===== src/rtl/mem_arbiter_pkg.sv =====
// Shared types and defaults for the fetch/LSU memory arbiter.
// Holds the owner enum, arbiter FSM states, owner FIFO entry type and
// the default outstanding-depth / starvation limits.
package mem_arbiter_pkg;

    localparam int unsigned MAX_OUT_DEF    = 2;
    localparam int unsigned STARVE_MAX_DEF = 4;
    localparam int unsigned CNT_W          = 3;   // holds 0..4 outstanding
    localparam int unsigned STARVE_W       = 4;

    typedef enum logic {
        OWN_FET = 1'b0,
        OWN_LSU = 1'b1
    } owner_e;

    typedef enum logic {
        ST_IDLE     = 1'b0,
        ST_WAIT_GNT = 1'b1
    } state_e;

    typedef struct packed {
        owner_e owner;
        logic   drop;
    } fifo_entry_t;

endpackage


===== src/rtl/arb_owner_fifo.sv =====
// In-order owner tracking FIFO for accepted bus transactions.
// Ports: clk/rst_n (async active-low), push + push_owner on acceptance,
// pop on bus response (ignored when empty), flush marks every fetch entry
// (including one pushed in the same cycle) as dropped; head/count/empty out.
module arb_owner_fifo
    import mem_arbiter_pkg::*;
#(
    parameter int unsigned DEPTH = MAX_OUT_DEF
) (
    input  logic              clk,
    input  logic              rst_n,
    input  logic              push,
    input  owner_e            push_owner,
    input  logic              pop,
    input  logic              flush,
    output fifo_entry_t       head,
    output logic [CNT_W-1:0]  count,
    output logic              empty
);

    localparam int unsigned PTR_W = (DEPTH > 1) ? $clog2(DEPTH) : 1;

    fifo_entry_t          entries [DEPTH];
    logic [PTR_W-1:0]     rd_ptr;
    logic [PTR_W-1:0]     wr_ptr;
    logic [CNT_W-1:0]     cnt;
    logic                 do_pop;

    function automatic logic [PTR_W-1:0] ptr_inc(input logic [PTR_W-1:0] p);
        return (32'(p) == DEPTH - 1) ? '0 : p + PTR_W'(1);
    endfunction

    assign empty  = (cnt == '0);
    assign do_pop = pop && !empty;   // a stray response on an empty FIFO is ignored
    assign head   = entries[rd_ptr];
    assign count  = cnt;

    // Storage, pointers and occupancy
    always_ff @(posedge clk or negedge rst_n) begin
        if (!rst_n) begin
            rd_ptr <= '0;
            wr_ptr <= '0;
            cnt    <= '0;
            for (int unsigned i = 0; i < DEPTH; i++) begin
                entries[i] <= '0;
            end
        end else begin
            if (flush) begin
                for (int unsigned i = 0; i < DEPTH; i++) begin
                    if (entries[i].owner == OWN_FET) begin
                        entries[i].drop <= 1'b1;
                    end
                end
            end
            if (push) begin
                entries[wr_ptr] <= '{owner: push_owner,
                                     drop:  flush && (push_owner == OWN_FET)};
                wr_ptr <= ptr_inc(wr_ptr);
            end
            if (do_pop) begin
                rd_ptr <= ptr_inc(rd_ptr);
            end
            case ({push, do_pop})
                2'b10:   cnt <= cnt + CNT_W'(1);
                2'b01:   cnt <= cnt - CNT_W'(1);
                default: cnt <= cnt;
            endcase
        end
    end

endmodule


===== src/rtl/mem_arbiter.sv =====
// Two-master (instruction fetch, load/store unit) arbiter onto one
// pipelined in-order memory bus.
// Ports: clk_i, rst_n_i (async active-low); fet_* fetch read port with
// flush; lsu_* load/store port; mem_* shared bus request/response.
// Grants and response strobes are same-cycle combinational; all outputs
// are held at 0 while reset is asserted.
module mem_arbiter
    import mem_arbiter_pkg::*;
#(
    parameter int unsigned MAX_OUT    = MAX_OUT_DEF,
    parameter int unsigned STARVE_MAX = STARVE_MAX_DEF
) (
    input  logic        clk_i,
    input  logic        rst_n_i,
    input  logic        fet_req_i,
    input  logic [31:0] fet_addr_i,
    input  logic        fet_flush_i,
    output logic        fet_gnt_o,
    output logic        fet_rvalid_o,
    output logic [31:0] fet_rdata_o,
    input  logic        lsu_req_i,
    input  logic        lsu_we_i,
    input  logic [3:0]  lsu_be_i,
    input  logic [31:0] lsu_addr_i,
    input  logic [31:0] lsu_wdata_i,
    output logic        lsu_gnt_o,
    output logic        lsu_rvalid_o,
    output logic [31:0] lsu_rdata_o,
    output logic        mem_req_o,
    output logic        mem_we_o,
    output logic [3:0]  mem_be_o,
    output logic [31:0] mem_addr_o,
    output logic [31:0] mem_wdata_o,
    input  logic        mem_gnt_i,
    input  logic        mem_rvalid_i,
    input  logic [31:0] mem_rdata_i
);

    state_e              state;
    owner_e              owner_q;
    owner_e              owner_sel;
    owner_e              owner;
    logic [STARVE_W-1:0] starve;
    logic [CNT_W-1:0]    out_cnt;
    logic                fifo_empty;
    fifo_entry_t         head;
    logic                want;
    logic                accept;
    logic                rsp_valid;

    // Idle arbitration: LSU priority unless fetch has been starved long enough
    always_comb begin
        owner_sel = OWN_LSU;
        if (fet_req_i && (!lsu_req_i || (starve == STARVE_W'(STARVE_MAX)))) begin
            owner_sel = OWN_FET;
        end
    end

    assign owner     = (state == ST_WAIT_GNT) ? owner_q : owner_sel;
    assign want      = (state == ST_WAIT_GNT) || fet_req_i || lsu_req_i;
    // Full check uses current occupancy; a same-cycle pop does not free a slot
    assign mem_req_o = rst_n_i && want && (out_cnt != CNT_W'(MAX_OUT));
    assign accept    = mem_req_o && mem_gnt_i;

    assign fet_gnt_o = accept && (owner == OWN_FET);
    assign lsu_gnt_o = accept && (owner == OWN_LSU);

    // Bus payload mux; fetch is always a full-word read
    always_comb begin
        mem_we_o    = 1'b0;
        mem_be_o    = 4'h0;
        mem_addr_o  = 32'h0;
        mem_wdata_o = 32'h0;
        if (mem_req_o) begin
            if (owner == OWN_FET) begin
                mem_be_o   = 4'hF;
                mem_addr_o = fet_addr_i;
            end else begin
                mem_we_o    = lsu_we_i;
                mem_be_o    = lsu_be_i;
                mem_addr_o  = lsu_addr_i;
                mem_wdata_o = lsu_wdata_i;
            end
        end
    end

    // Response routing; a flush in the pop cycle also discards the fetch response
    assign rsp_valid    = mem_rvalid_i && !fifo_empty;
    assign fet_rvalid_o = rsp_valid && (head.owner == OWN_FET) && !head.drop && !fet_flush_i;
    assign lsu_rvalid_o = rsp_valid && (head.owner == OWN_LSU);
    assign fet_rdata_o  = fet_rvalid_o ? mem_rdata_i : 32'h0;
    assign lsu_rdata_o  = lsu_rvalid_o ? mem_rdata_i : 32'h0;

    // Grant-wait FSM, latched owner and fetch starvation counter
    always_ff @(posedge clk_i or negedge rst_n_i) begin
        if (!rst_n_i) begin
            state   <= ST_IDLE;
            owner_q <= OWN_FET;
            starve  <= '0;
        end else begin
            case (state)
                ST_IDLE: begin
                    if (mem_req_o && !mem_gnt_i) begin
                        state   <= ST_WAIT_GNT;
                        owner_q <= owner_sel;
                    end
                end
                ST_WAIT_GNT: begin
                    if (mem_gnt_i) begin
                        state <= ST_IDLE;
                    end
                end
                default: state <= ST_IDLE;
            endcase

            if (!fet_req_i || (accept && (owner == OWN_FET))) begin
                starve <= '0;
            end else if (accept && (starve != STARVE_W'(STARVE_MAX))) begin
                starve <= starve + STARVE_W'(1);
            end
        end
    end

    arb_owner_fifo #(
        .DEPTH (MAX_OUT)
    ) u_owner_fifo (
        .clk        (clk_i),
        .rst_n      (rst_n_i),
        .push       (accept),
        .push_owner (owner),
        .pop        (mem_rvalid_i),
        .flush      (fet_flush_i),
        .head       (head),
        .count      (out_cnt),
        .empty      (fifo_empty)
    );

endmodule


===== config.mk =====
export PLATFORM = sky130hd
export DESIGN_NAME = mem_arbiter
export DESIGN_NICKNAME = d
export VERILOG_FILES = /design/src/rtl/mem_arbiter_pkg.sv /design/src/rtl/arb_owner_fifo.sv /design/src/rtl/mem_arbiter.sv
export SDC_FILE = /design/constraint.sdc
export NUM_CORES = 1
export LEC_CHECK = 0
export ABC_AREA = 1
export BUFFER_PORTS_ARGS = -buffer_cell sky130_fd_sc_hd__buf_4
export CAP_MARGIN = 40
export CORE_AREA = 3 3 106 108
export CTS_BUF_LIST = sky130_fd_sc_hd__clkbuf_16
export CTS_CLUSTER_SIZE = 24
export DETAILED_ROUTE_END_ITERATION = 8
export DIE_AREA = 0 0 109 111
export PLACE_DENSITY = 0.64
export SLEW_MARGIN = 15
export SYNTH_ARGS = -nofsm -noshare
export SYNTH_HDL_FRONTEND = slang
export SYNTH_SLANG_ARGS = --single-unit

===== constraint.sdc =====
create_clock -name clk_i -period 2.6 [get_ports clk_i]
set_clock_uncertainty 0.05 [all_clocks]
set_input_delay 0.39 -clock clk_i [delete_from_list [all_inputs] [get_ports clk_i]]
set_output_delay 0.39 -clock clk_i [all_outputs]
set_load 0.005 [all_outputs]

== Word-level counts from Yosys, hierarchy flattened ==
Cells that the tools add are included.
Widths: inputs -> output; s select.

* Register bits after elaboration: 15
* Input port bits: 140
* Output and inout port bits: 138

* Add/subtract/negate cells: 5
* Magnitude comparators: 3
* Equal/unequal tests: 5
* Mux-type cells: 31
* Bitwise gates (word level): 5
* Reduce and logical (&&, ||, !) cells: 29

{| class="wikitable"
|+ Operator list
! operator !! count
|-
| $mux 32 || 6
|-
| $mux 4 || 4
|-
| $logic_and 1x1->1 || 15
|-
| $mux 1 || 12
|-
| $mux 2 || 4
|-
| $logic_not 1->1 || 6
|-
| $pmux 3 s2 || 1
|-
| $add 4x1->4 const B || 1
|-
| $bwmux 4 || 1
|-
| $eq 4x3->1 const B || 1
|-
| $ge 2x2->1 const B || 2
|-
| $logic_or 1x1->1 || 4
|-
| $ne 4x3->1 const B || 1
|-
| $not 1->2 || 2
|-
| $reduce_bool 2->1 || 2
|-
| $add 3x1->3 const B || 1
|-
| $logic_not 3->1 || 1
|-
| $mux 3 || 1
|-
| $ne 3x2->1 const B || 1
|-
| $not 1->1 || 3
|-
| $sub 3x1->3 const B || 1
|-
| $add 1x1->1 const B || 2
|-
| $demux 2 s1 || 1
|-
| $eq 2x1->1 const B || 1
|-
| other kinds (4) || 4
|}

== Logic depth before layout (Yosys ltp) ==
* Depth in word-level cells: 9
* Gate-level depth with buffers: 11
* Gate-level depth less buffers: 11

== Hierarchy ==
From an unflattened synthesis, not the netlist that was laid out.

* Cell total of the unflattened synthesis: 412
* Area total of the unflattened synthesis: 2158.3 um2

{| class="wikitable"
|+ By module, submodules not included
! module !! instances !! cells an instance !! area an instance (um2)
|-
| mem_arbiter || 1 || 354 || 1691.6
|-
| arb_owner_fifo || 1 || 58 || 466.7
|}

== Worst setup path after synthesis ==
OpenSTA, ideal clock, no wires.

* Kind: flip-flop to flip-flop
* Start: register u_owner_fifo.cnt[2], in the netlist u_owner_fifo.count[2]
* End: register u_owner_fifo.cnt[2], in the netlist u_owner_fifo.count[2]
* Library setup time: 0.124 ns
* Arrival time: 1.839 ns
* Slack: 0.587 ns
* Stages on the path, launching flop included: 12
* Period minus slack after synthesis: 2.013 ns
* Cells stage by stage: dfrtp_1 nor2_2 nand2_1 nand3_2 nor2_4 inv_1 ha_1 inv_1 fa_1 a21oi_1 o21ai_0 xnor2_1

* Word-level cells in the longest chain between the ends: 5
* Elaborated cells on any way between the ends: 12

{| class="wikitable"
|+ Ends and longest elaborated chain
! element !! RTL line !! source
|-
| from (decl) || arb_owner_fifo.sv:26 || <nowiki>logic [CNT_W-1:0] cnt;</nowiki>
|-
| from (signal assigned) || arb_owner_fifo.sv:64 || <nowiki>2'b10: cnt <= cnt + CNT_W'(1);</nowiki>
|-
| from (signal assigned) || arb_owner_fifo.sv:65 || <nowiki>2'b01: cnt <= cnt - CNT_W'(1);</nowiki>
|-
| from (signal assigned) || arb_owner_fifo.sv:66 || <nowiki>default: cnt <= cnt;</nowiki>
|-
| $ne 3x2->1 or $logic_not 3->1 (tied branches) || mem_arbiter.sv:62, arb_owner_fifo.sv:33 ||
|-
| $logic_and 1x1->1 or $logic_not 1->1 (tied branches) || mem_arbiter.sv:62, arb_owner_fifo.sv:34 ||
|-
| $logic_and 1x1->1, on equally long branches || mem_arbiter.sv:63, arb_owner_fifo.sv:34 ||
|-
| $eq 2x1->1 or $eq 2x2->1 (tied branches) || arb_owner_fifo.sv:63 || <nowiki>case ({push, do_pop})</nowiki>
|-
| $pmux 3 s2 or $reduce_bool 2->1 (tied branches) || - ||
|}

Several ways; a longest one is shown, not always the timed one.
A chain may end at the register's enable or synchronous reset.

== Final worst setup path ==
* Start: register starve[0]
* End: output mem_wdata_o[16]

* Word-level cells in the longest chain between the ends: 7

{| class="wikitable"
|+ Ends and longest elaborated chain
! element !! RTL line !! source
|-
| from (decl) || mem_arbiter.sv:43 || <nowiki>logic [STARVE_W-1:0] starve;</nowiki>
|-
| from (signal assigned) || mem_arbiter.sv:119 || <nowiki>starve <= starve + STARVE_W'(1);</nowiki>
|-
| $eq 4x3->1 || mem_arbiter.sv:54 || <nowiki>if (fet_req_i && (!lsu_req_i || (starve == STARVE_W'(STARVE_MAX)))) begin</nowiki>
|-
| $logic_or 1x1->1 || mem_arbiter.sv:54 ||
|-
| $logic_and 1x1->1 || mem_arbiter.sv:54 ||
|-
| $mux 1 || mem_arbiter.sv:54 ||
|-
| $mux 1 || mem_arbiter.sv:59 || <nowiki>assign owner = (state == ST_WAIT_GNT) ? owner_q : owner_sel;</nowiki>
|-
| $mux 32 || mem_arbiter.sv:75 || <nowiki>if (owner == OWN_FET) begin</nowiki>
|-
| $mux 32 || mem_arbiter.sv:74 || <nowiki>if (mem_req_o) begin</nowiki>
|-
| to (decl) || mem_arbiter.sv:33 || <nowiki>output logic [31:0] mem_wdata_o,</nowiki>
|}

Every way passes these cells.

==> key figures <==
STA
  • Number of pins exceeding their max-slew limit in the final report: 0
  • Worst Max-Slew Pin Slew: 0.3655 ns
  • Relative slew slack: 75.63%
  • Setup_tns: 0 ns
  • Maximum achievable frequency: 409.4 MHz
  • Share of the clock period used by the worst path: a little over nine tenths
  • Unrepaired setup endpoints after global routing: no
  • Hold violation total from the final report: 0
  • Fin crit period: 2.443 ns
  • Final Setup Violations: 0
  • Post-route worst hold slack: 0.2835 ns

Routing
  • Wire length per cell: 13.46 um
  • Drt pass-1 iters: 4
  • Detailed-route via count: 3305
  • Detailed-route vias per instance: 4.126
  • DRC: 0
  • Final routed wirelength across all metal layers: ~11000 um
  • Routed Antenna Nets: 0
  • First-iteration detailed-routing DRC count: 176

Synth
  • Mean instance size in the synthesized netlist: approximately 5.7 um2
  • Most numerous cell in the Yosys netlist: nand2_1
  • Most instantiated cells after synthesis: nand2_1 (90), inv_1 (86), nor2_1 (75), a21oi_1 (36), nor2_4 (21)
  • Gate count after technology mapping: slightly below 400
  • Yosys warning total: 0
  • Syn_nets: between 500 and 600
  • Post-synthesis instance area: 0.002238 mm2
  • Share of Yosys cell area claimed by the top area cell type: 16.77%
  • Cell accounting for the most synthesized area: dfrtp_1
  • Cell types with the largest area share after synthesis: dfrtp_1 (17%), nand2_1 (15%), inv_1 (14%), nor2_1 (13%), nor2_4 (11%)
  • Most used flip-flop cell after synthesis: dfrtp_1
  • Sequential share of the synthesized area: 16.77%
  • Synthesis-stage register bit count: 15
  • Number of distinct library cells after synthesis: 31
  • Post-synthesis async set-or-reset flop share: 100.0%
  • Post-synth EDFFs: 0

Clocking
  • Number of buffers created by CTS: 3
  • CTS tree: built
  • Clock Sinks: 15
  • Clock latency reported for the late side of the worst-skew pair: 0.24 ns
  • CTS Root Buffer Type: clkbuf_16
  • Clock H-tree levels: 1
  • Maximum buffer depth of the clock tree: 2
  • CTS clk-pin slew, worst paths: around 0.050 ns

Placed design
  • Placed Area: 0.004428 mm2
  • Count of buffers inserted at the top-level ports: between 200 and 300
  • Final GP Congestion: between 0.9 and 1
  • HPWL reported at the end of detailed placement: 9190 um

Critical path
  • Type of destination of the critical path: output pin
  • Kind of critical path: flop to output pin
  • Required time of the worst setup path: 2.16 ns
  • CP max FO: 33
  • Arrival time of data at the critical path endpoint: 2.00 ns
  • Setup crit start kind: flop
  • Worst Reg2Reg Path Length in Cells: 11

GRT
  • GRT Residual Overflow: 0
  • Pin count of the biggest net entering global routing: 42
  • Global-route usage over all layers: 15.76%
  • Vias in the first global route: about 3100
  • Global-route wire length before repair: 15460 um
  • Antenna violations before repair: 0

Finish
  • Final non-filler cell area: around 0.0046 mm2
  • Diode count: 0
  • Filler Cells Inserted: ~1100
  • Nets: 810
  • Share of final-layout standard cells stronger than drive strength 1: 50.08%
  • Synthesis-to-layout area growth: 103.6%

Worst hold path
  • Worst hold path depth: 2
  • Path category of the worst min-delay check: input port to flop

Die
  • Die Y-Extent: 111 um
  • DIE AREA: 0.01210 mm2
  • I/O pin count: 278
  • Cell Rows: 37
  • Die Wd: ~110 um
  • Initial core utilization: ~22%
  • Area of the core region: 0.01032 mm2

Pwr
  • Leakage power figure: 2.738 nW
  • Peak supply drop: 256.3 uV
  • Pwr/cell area: 507.7 mW/mm2

Status
  • Run status: finished clean

Run
  • Number of max-capacitance violations reported: 0
final cells by class:
cell class / instances / area, um2 / area share [%]
Clock buffer: 3 / 75.07 / 1.647
Clock inverter: 1 / 5.005 / 0.1098
Inverter: 88 / 330.3 / 7.249
Multi-Input combinational cell: 271 / 1394 / 30.59
Sequential cell: 15 / 375.4 / 8.237
Tap cell: 136 / 170.2 / 3.734
Timing Repair Buffer: 287 / 2207 / 48.44
through the flow:
step | total power (W) | utilization (%) | instances | setup slack (ns)
6_report | 0.002313 | 44.14 | 801 | 0.1571
5_1_grt | 0.002522 | 44.14 | 801 | 0.007139
4_1_cts | 0.002309 | 43.76 | 800 | 0.05889
3_5_place_dp | 0.001996 | 42.89 | 795 | 0.3448
3_3_place_gp | 0.001965 | 42.89 | 795 | 0.3565
2_1_floorplan | 0.001179 | - | 394 | 0.5870
layer usage:
metal / wire (um) / GRT usage, %
met5: 0 / 0
met4: 128 / 2.273
met3: 1093 / 4.310
met2: 5581 / 30.30
met1: 3982 / 17.07
logic make-up (layout without fill, tap and decap cells):
family / after synthesis / in the layout / share of synthesized area, %
multiplexers: 1 / 1 / 0.4472
AO/OA/AOI/OAI: 52 / 52 / 12.52
flip-flops: 15 / 15 / 16.77
AND/OR/NAND/NOR: 211 / 211 / 45.28
buffers and inverters: 108 / 379 / 21.24
XOR/XNOR: 3 / 3 / 1.174
adder cells (fa/ha/maj): 4 / 4 / 2.571
power breakdown:
group | switching (W) | internal (W) | leakage [nW]
Clock | 0.0000942 | 0.000205 | 0.0409
Combinational | 0.000820 | 0.000812 | 2.51
Sequential | 0.0000631 | 0.000318 | 0.184
Total | 0.000978 | 0.00134 | 2.74
cell usage in the layout, fill, tap and decap left out, drive strengths merged:
cell,Yosys,final
mux2i,1,1
nand2,91,91
dlygate4sd3,0,1
nand4,4,4
nor3,1,1
buf,17,285
fa,1,1
o21ai,14,14
nor2,107,107
xnor2,2,2
clkinv,0,1
or2,2,2
clkbuf,3,4
a21oi,36,36
inv,88,88
a21boi,2,2
dfrtp,15,15
nand3,6,6
ha,3,3
xor2,1,1
state kept, by name (all words and copies together) (netlist names):
register,flops
u_owner_fifo.wr_ptr,1
u_owner_fifo.entries,4
state,1
starve,4
u_owner_fifo.count,3
u_owner_fifo.rd_ptr,1
owner_q,1
path summary, 6_finish.rpt:
kind	from	end	slack, ns
max in group asynchronous	rst_n_i	state	1.81
worst min register to register	owner_q	owner_q	0.44
worst min-delay path	mem_gnt_i	state	0.28
worst max register to register	u_owner_fifo.count[2]	u_owner_fifo.count[2]	0.46
min in group asynchronous	rst_n_i	u_owner_fifo.count[2]	0.50
worst max-delay path	starve[0]	mem_wdata_o[16]	0.16
what timing repair did:
action                                  CTS  global route
gates resized for setup                   0             4
endpoints found under the hold margin    15             0
buffers inserted                          0             0
endpoints found under the setup margin    0            37
hold buffers                              1             0
worst max-delay path: stages (launching register included):
cell and delay, ns:
dfrtp_1 0.40, inv_1 0.11, ha_1 0.18, nand3_2 0.17
nand2_1 0.10, nand3_1 0.08, nand2_2 0.13, inv_2 0.07
nand2_2 0.06, buf_6 0.23, nor2_1 0.08, buf_4 0.14
Note: power is estimated with default switching activity, not from simulation.
